--- config.mk ---
export PLATFORM = sky130hd
export DESIGN_NAME = mem_access_unit
export DESIGN_NICKNAME = d
export VERILOG_FILES = /design/src/rtl/mem_access_unit.sv
export SDC_FILE = /design/constraint.sdc
export NUM_CORES = 1
export LEC_CHECK = 0
export BUFFER_PORTS_ARGS = -buffer_cell sky130_fd_sc_hd__buf_2
export CAP_MARGIN = 20
export CORE_ASPECT_RATIO = 1.5
export CORE_UTILIZATION = 44
export CTS_BUF_LIST = sky130_fd_sc_hd__clkbuf_4 sky130_fd_sc_hd__clkbuf_8
export DETAILED_ROUTE_END_ITERATION = 7
export PLACE_DENSITY = 0.76
export SYNTH_ARGS = -nofsm -noshare
export SYNTH_HDL_FRONTEND = slang
export SYNTH_SLANG_ARGS = --single-unit
--- constraint.sdc ---
create_clock -name clk -period 1.8 [get_ports clk]
set_input_delay 0.18 -clock clk [delete_from_list [all_inputs] [get_ports clk]]
set_output_delay 0.18 -clock clk [all_outputs]
set_load 0.02 [all_outputs]
--- src/rtl/mem_access_unit.sv ---
// Load/store sequencer between the datapath MAR/data registers and the byte-addressed RAM.
// Drives the MOV/MOC handshake, checks alignment, bounds the MOC wait and formats load data.
module mem_access_unit #(
  parameter int ADDR_W  = 9,
  parameter int TIMEOUT = 16
) (
  input  logic              clk,
  input  logic              reset,
  input  logic              req,
  input  logic              rw,
  input  logic [1:0]        size,
  input  logic              sign_ext,
  input  logic [ADDR_W-1:0] addr,
  input  logic [31:0]       wdata,
  output logic [31:0]       rdata,
  output logic              busy,
  output logic              done,
  output logic              err_align,
  output logic              err_timeout,
  output logic              mem_mov,
  output logic              mem_rw,
  output logic [1:0]        mem_size,
  output logic [ADDR_W-1:0] mem_addr,
  output logic [31:0]       mem_wdata,
  input  logic [31:0]       mem_rdata,
  input  logic              mem_moc
);

  localparam int CNT_W = $clog2(TIMEOUT + 1);

  typedef enum logic [1:0] {S_IDLE, S_REQ, S_RELEASE, S_DONE} state_t;

  state_t             r_state;
  state_t             w_next;
  logic [CNT_W-1:0]   r_cnt;
  logic               r_sign_ext;
  logic               r_err_align;
  logic               r_err_timeout;
  logic               w_accept;
  logic               w_misalign;
  logic               w_limit;

  function automatic logic [31:0] fmt_rdata(input logic [31:0] d, input logic [1:0] sz,
                                             input logic sx);
    case (sz)
      2'b00:   return {{24{sx & d[7]}}, d[7:0]};
      2'b01:   return {{16{sx & d[15]}}, d[15:0]};
      default: return d;
    endcase
  endfunction

  function automatic logic [31:0] mask_wdata(input logic [31:0] d, input logic [1:0] sz);
    case (sz)
      2'b00:   return {24'b0, d[7:0]};
      2'b01:   return {16'b0, d[15:0]};
      2'b10:   return d;
      default: return 32'b0;
    endcase
  endfunction

  // A stale MOC from the previous access blocks acceptance until the RAM lets go of it.
  assign w_accept   = req && !mem_moc;
  assign w_misalign = (size == 2'b11) ||
                      (size == 2'b01 && addr[0]) ||
                      (size == 2'b10 && addr[1:0] != 2'b00);
  assign w_limit    = (r_cnt == CNT_W'(TIMEOUT - 1));

  always_comb begin
    w_next = r_state;
    case (r_state)
      S_IDLE:    if (w_accept) w_next = w_misalign ? S_DONE : S_REQ;
      S_REQ:     if (mem_moc || w_limit) w_next = S_RELEASE;
      S_RELEASE: if (!mem_moc) w_next = S_DONE;
      S_DONE:    w_next = S_IDLE;
      default:   w_next = S_IDLE;
    endcase
  end

  always_ff @(posedge clk or negedge reset) begin
    if (!reset) begin
      r_state       <= S_IDLE;
      r_cnt         <= '0;
      r_sign_ext    <= 1'b0;
      r_err_align   <= 1'b0;
      r_err_timeout <= 1'b0;
      rdata         <= 32'b0;
      mem_rw        <= 1'b0;
      mem_size      <= 2'b00;
      mem_addr      <= '0;
      mem_wdata     <= 32'b0;
    end else begin
      r_state <= w_next;
      case (r_state)
        S_IDLE: begin
          if (w_accept) begin
            mem_rw      <= rw;
            mem_size    <= size;
            mem_addr    <= addr;
            mem_wdata   <= mask_wdata(wdata, size);
            r_sign_ext  <= sign_ext;
            r_err_align <= w_misalign;
          end
        end
        S_REQ: begin
          r_cnt <= r_cnt + 1'b1;
          // MOC on the limit cycle still counts as a successful access.
          if (mem_moc) begin
            if (mem_rw) rdata <= fmt_rdata(mem_rdata, mem_size, r_sign_ext);
          end else if (w_limit) begin
            r_err_timeout <= 1'b1;
          end
        end
        S_DONE: begin
          r_cnt         <= '0;
          r_err_align   <= 1'b0;
          r_err_timeout <= 1'b0;
        end
        default: ;
      endcase
    end
  end

  assign mem_mov     = (r_state == S_REQ);
  assign busy        = (r_state != S_IDLE);
  assign done        = (r_state == S_DONE);
  assign err_align   = done & r_err_align;
  assign err_timeout = done & r_err_timeout;

endmodule
# After elaboration in Yosys (flattened, before gate mapping)
# Index checks and enable logic that the tools add are counted.
[op_classes]
addsub = 1
eq_ne = 13
mux = 13
bitwise = 4
reduce_logical = 19
[op_table]
columns = ["cell", "count"]
rows = [
  ["32-bit case mux with 3 select lines", 1],
  ["32-bit case mux with 2 select lines", 1],
  ["5-bit case mux with 2 select lines", 1],
  ["3-bit AND reduction", 3],
  ["2-bit == test, second input constant", 4],
  ["2-bit 2-to-1 mux", 4],
  ["2-bit case mux with 4 select lines", 1],
  ["2-bit nonzero test", 4],
  ["2-bit by 1-bit == test with 1-bit output, second input constant", 3],
  ["2-bit logical NOT", 3],
  ["2-bit != test, second input constant", 3],
  ["5-bit by 1-bit adder with 5-bit output, second input constant", 1],
  ["5-bit by 4-bit == test with 1-bit output, second input constant", 1],
  ["1-bit bitwise AND", 4],
  ["2-bit by 1-bit != test with 1-bit output, second input constant", 2],
  ["1-bit case mux with 2 select lines", 2],
  ["2-bit AND reduction", 2],
  ["1-bit logical AND", 3],
  ["1-bit logical OR", 3],
  ["1-bit 2-to-1 mux", 3],
  ["1-bit logical NOT", 1],
]
[word_totals]
ff_bits = 86
input_bits = 81
out_inout_bits = 81
wordCells = 60

# Longest topological paths before layout
[depth]
depth_word = 7
depth_mapped = 8
mapped_depth_nobuf = 6

# Worst setup path before layout
# OpenSTA, ideal clock, no wires.
[synth_path]
kind = "register to register"
start = "reg r_cnt[0]"
end = "reg r_state[1]"
setup_ps = 128
t_arrival_ps = 1782
required_ps = 1672
slack_ps = -110
stages_incl_launch_ff = 7
path_buffers = 0
synth_period_minus_slack_ps = 1910
cell_sequence = "dfrtp_1 > ha_1 > and3_1 > ha_1 > or3b_4 > a22oi_4 > mux2_1"
[synth_between]
elab_chain_len = 4
[synth_lines]
columns = ["element", "line", "text"]
rows = [
  ["from (decl)", "35", "logic [CNT_W-1:0] r_cnt;"],
  ["from (signal assigned)", "105", "r_cnt <= r_cnt + 1'b1;"],
  ["5-bit by 4-bit == test with 1-bit output", "66", "assign w_limit = (r_cnt == CNT_W'(TIMEOUT - 1));"],
  ["1-bit logical OR", "72", "S_REQ: if (mem_moc || w_limit) w_next = S_RELEASE;"],
  ["2-bit by 1-bit != test with 1-bit output (no line)", "n/a", ""],
  ["3-bit AND reduction (no line)", "n/a", ""],
  ["to (signal assigned)", "92", "r_state <= w_next;"],
  ["to (decl)", "33", "state_t r_state;"],
]
# No other way between the ends.
# A chain may end at the register's enable or synchronous reset.

# Worst setup path in the final report
[layout_path]
start = "reg r_cnt[1]"
end = "reg r_state[1]"
# The elaborated chain is that of the path after synthesis.

==> run_results.csv <==
group,metric,value,unit
timing,fin_crit_sh,1.03,
timing,fin_crit,1.85,ns
final_layout,fillCellCount,696,
timing,setup_viol,1,
routing,wl_per_cell,13.5,um
final_layout,area_delta_synth_final,33.5,%
grt,grt_pass1_vias,2921,
min_path,hold_class,"input pin to flop",
final_layout,multi_input_area,0.00142,sq mm
timing,fin_skew,0.00771,ns
grt,grt_usage,0.195,
job,cap_viol_max_count,0,
final_layout,final_util,0.612,
power_and_ir_drop,p_leak,2.53,nW
critical_path,critPathMaxFanout,3,
routing,drc,0,
floorplan,core,0.00806,sq mm
routing,dr.pass1.iters,4,
critical_path,reg2reg_slack,-0.05,ns
timing,setup_tns,-0.0531,ns
final_layout,layout-drive-gt1-share,0.402,
floorplan,start_util,0.459,
routing,via_per_inst,4.93,
grt,grt_pass1_wl,13300,um
critical_path,r2r_start,"r_cnt[1]",
cts,cts-root-buf,"clkbuf_8",
power_and_ir_drop,clkPwrFrac,0.157,
synthesis,avgSynthCellArea,10.7,sq um
timing,worst_pin_slew,0.385,ns
floorplan,die_w,76.8,um
min_path,min_path_cells,2,
grt,antenna_found_initial,0,
cts,path_clk_slew,0.08,ns
synthesis,seq_area_frac_synth,0.582,
cts,clk_path_buf_depth,2,
timing,timing.fmax,540,MHz
placed_design,pre_cts_slack,-0.0912,ns
min_path,worst_hold_path.endpoint,"mem_wdata[14]",
cts,cts_buffers,9,
synthesis,syn_inst,345,
final_layout,regArea,0.00215,sq mm
routing,drt-initial-drc-count,138,
outcome,status,"finished, violations left",
placed_design,port_buffers,161,
critical_path,worstPathArrival,2.09,ns
routing,ant_nets,0,
final_layout,antenna_cells,0,
power_and_ir_drop,p_per_area,1780,mW/mm^2
routing,wl,8380,um
power_and_ir_drop,power_frac_comb,0.468,
timing,finalHoldViolations,0,
timing,grt_setup_unrepaired,"yes",
power_and_ir_drop,irDropWorstVdd,0.764,mV
placed_design,hpwl,6280,um
cts,clock-sinks,86,
power_and_ir_drop,pwr-share-seq,0.375,
critical_path,startpoint_type,"flop",
timing,maxSlewViolCount,0,
timing,slew_headroom,0.743,
routing,num_vias,3073,
placed_design,gp_congestion,0.789,
critical_path,cp_data_required_time,2.03,ns
final_layout,mostFrequentLayoutCell,"buf_2",
synthesis,synth_area,0.00369,sq mm
cts,htree_levels,3,
final_layout,fin_nets,601,
floorplan,dieArea,0.00878,sq mm
grt,grt_max_degree,37,
cts,clock_latency,0.35,ns
floorplan,die_height,114,um
grt,grt-ovfl-total,0,
power_and_ir_drop,switching_share,0.410,
synthesis,yosysUniqueCellTypes,36,
timing,fin_ws,-0.0531,ns
power_and_ir_drop,p_int,5.17,mW
min_path,hold_start,"wdata[14]",
synthesis,ys_ff_latch,86,
floorplan,io_pins,162,
critical_path,cp-end-kind,"flop",
synthesis,syn_nets,433,
critical_path,worstSetupPathType,"flop to flop",
cts,cts_tree,"built",
outcome,violations,"setup timing",
critical_path,reg2reg_to,"r_state[1]",
power_and_ir_drop,p_switching,3.59,mW
synthesis,yosys_warnings,0,
floorplan,rows,40,
final_layout,final_cell_mix,"160 x buf_2, 86 x dfrtp_1, 67 x nand2_1",
critical_path,reg2reg_depth,6,
## power groups by stage
stage | logic, mW | registers [mW] | clock network, mW
finish | 4.10 | 3.28 | 1.38
global route | 4.44 | 3.40 | 1.50
CTS | 4.11 | 3.29 | 1.43
detailed placement | 4.08 | 3.32 | 0
global placement | 4.00 | 3.28 | 0
floorplan | 1.68 | 4.29 | 0
## layer usage
layer / up-vias / routed length (um) / GRT usage
met1: 1446 / 3390 / 0.228
li1: 1496 / - / -
met5: - / 0 / 0
met3: 11 / 508 / 0.0478
met4: 0 / 143 / 0.0949
met2: 120 / 4340 / 0.334
## stage by stage
stage,total power [mW],instance area [sq um],hold WS (ns),instances
3_3_place_gp,7.28,4680,0.118,604
3_5_place_dp,7.40,4680,0.113,604
5_1_grt,9.33,4930,0.0219,623
4_1_cts,8.83,4920,0.0175,622
6_report,8.76,4930,0.0378,623
2_1_floorplan,5.97,3700,-0.116,345
## logic make-up after synthesis
| logic type | share of synthesized area |
|---|---|
| xor+xnor | 0.00948 |
| fa+ha+maj | 0.0237 |
| mux | 0.0755 |
| buf+inv | 0.0417 |
| simple gates | 0.141 |
| flops | 0.582 |
| compound gates | 0.126 |
## how the worst max path moves through the flow
stage	slack [ns]	to	from	depth (start not counted)
final	-0.05	r_state[1]	r_cnt[1]	6
after global routing	-0.08	rdata[29]	r_state[1]	6
after CTS	-0.05	r_state[1]	r_cnt[1]	6
after detailed placement	-0.09	r_state[1]	r_cnt[0]	6
after global placement	-0.06	r_state[1]	r_cnt[1]	6
after floorplan	-0.07	r_state[1]	r_cnt[0]	6
## cells in the mapped netlist
master	instances	share of area
nor3_1	1	0.0014
ha_1	7	0.024
nand2_1	67	0.068
mux2_1	22	0.067
nor2b_1	3	0.0051
o21a_1	8	0.016
a211oi_1	1	0.0020
buf_6	2	0.0061
nand3b_4	1	0.0054
o22ai_1	1	0.0017
a22oi_4	1	0.0058
a22o_1	8	0.019
nor2_2	1	0.0017
o32ai_1	1	0.0024
clkbuf_1	5	0.0051
dfrtp_1	86	0.58
nand2b_1	2	0.0034
o31ai_1	1	0.0020
nand3b_2	1	0.0030
nand4_1	1	0.0017
and2_1	2	0.0034
mux2i_1	2	0.0054
inv_1	6	0.0061
or3b_4	1	0.0030
xnor2_1	2	0.0047
a21oi_1	11	0.015
o21ai_1	24	0.033
xor2_1	2	0.0047
and3_1	2	0.0034
nor4bb_1	1	0.0027
a31oi_1	16	0.027
o32a_1	1	0.0027
nor2_1	38	0.039
buf_4	4	0.0081
buf_2	12	0.016
mux2_2	1	0.0030
## state kept, by name (all words and copies together), names as in the netlist
name	flops
r_err_timeout	1
mem_rw	1
r_cnt	5
mem_addr	9
r_err_align	1
mem_wdata	32
mem_size	2
rdata	32
r_sign_ext	1
r_state	2
## final cells by class
type,count,area share
flip-flops and latches,86,0.436
multi-input cells,230,0.288
repair buffers,180,0.203
clock buffers,12,0.0322
well taps,105,0.0266
clock inverters,4,0.00913
inverters,6,0.00457
## what timing repair did
action | CTS | global route
pin swaps | 1 | 0
setup buffers | 1 | 1
hold endpoints to repair | 24 | 0
hold buffers | 1 | 0
gates resized for setup | 2 | 2
endpoints found under the setup margin | 2 | 30
## worst max-delay path, cell delays in order (launching register included)
cell and delay [ns]:
dfrtp_1 0.39, ha_2 0.19, and3_4 0.18, ha_4 0.15, or3b_4 0.37, a22oi_4 0.15
mux2_4 0.31
Power figures use the tool's default switching activity.
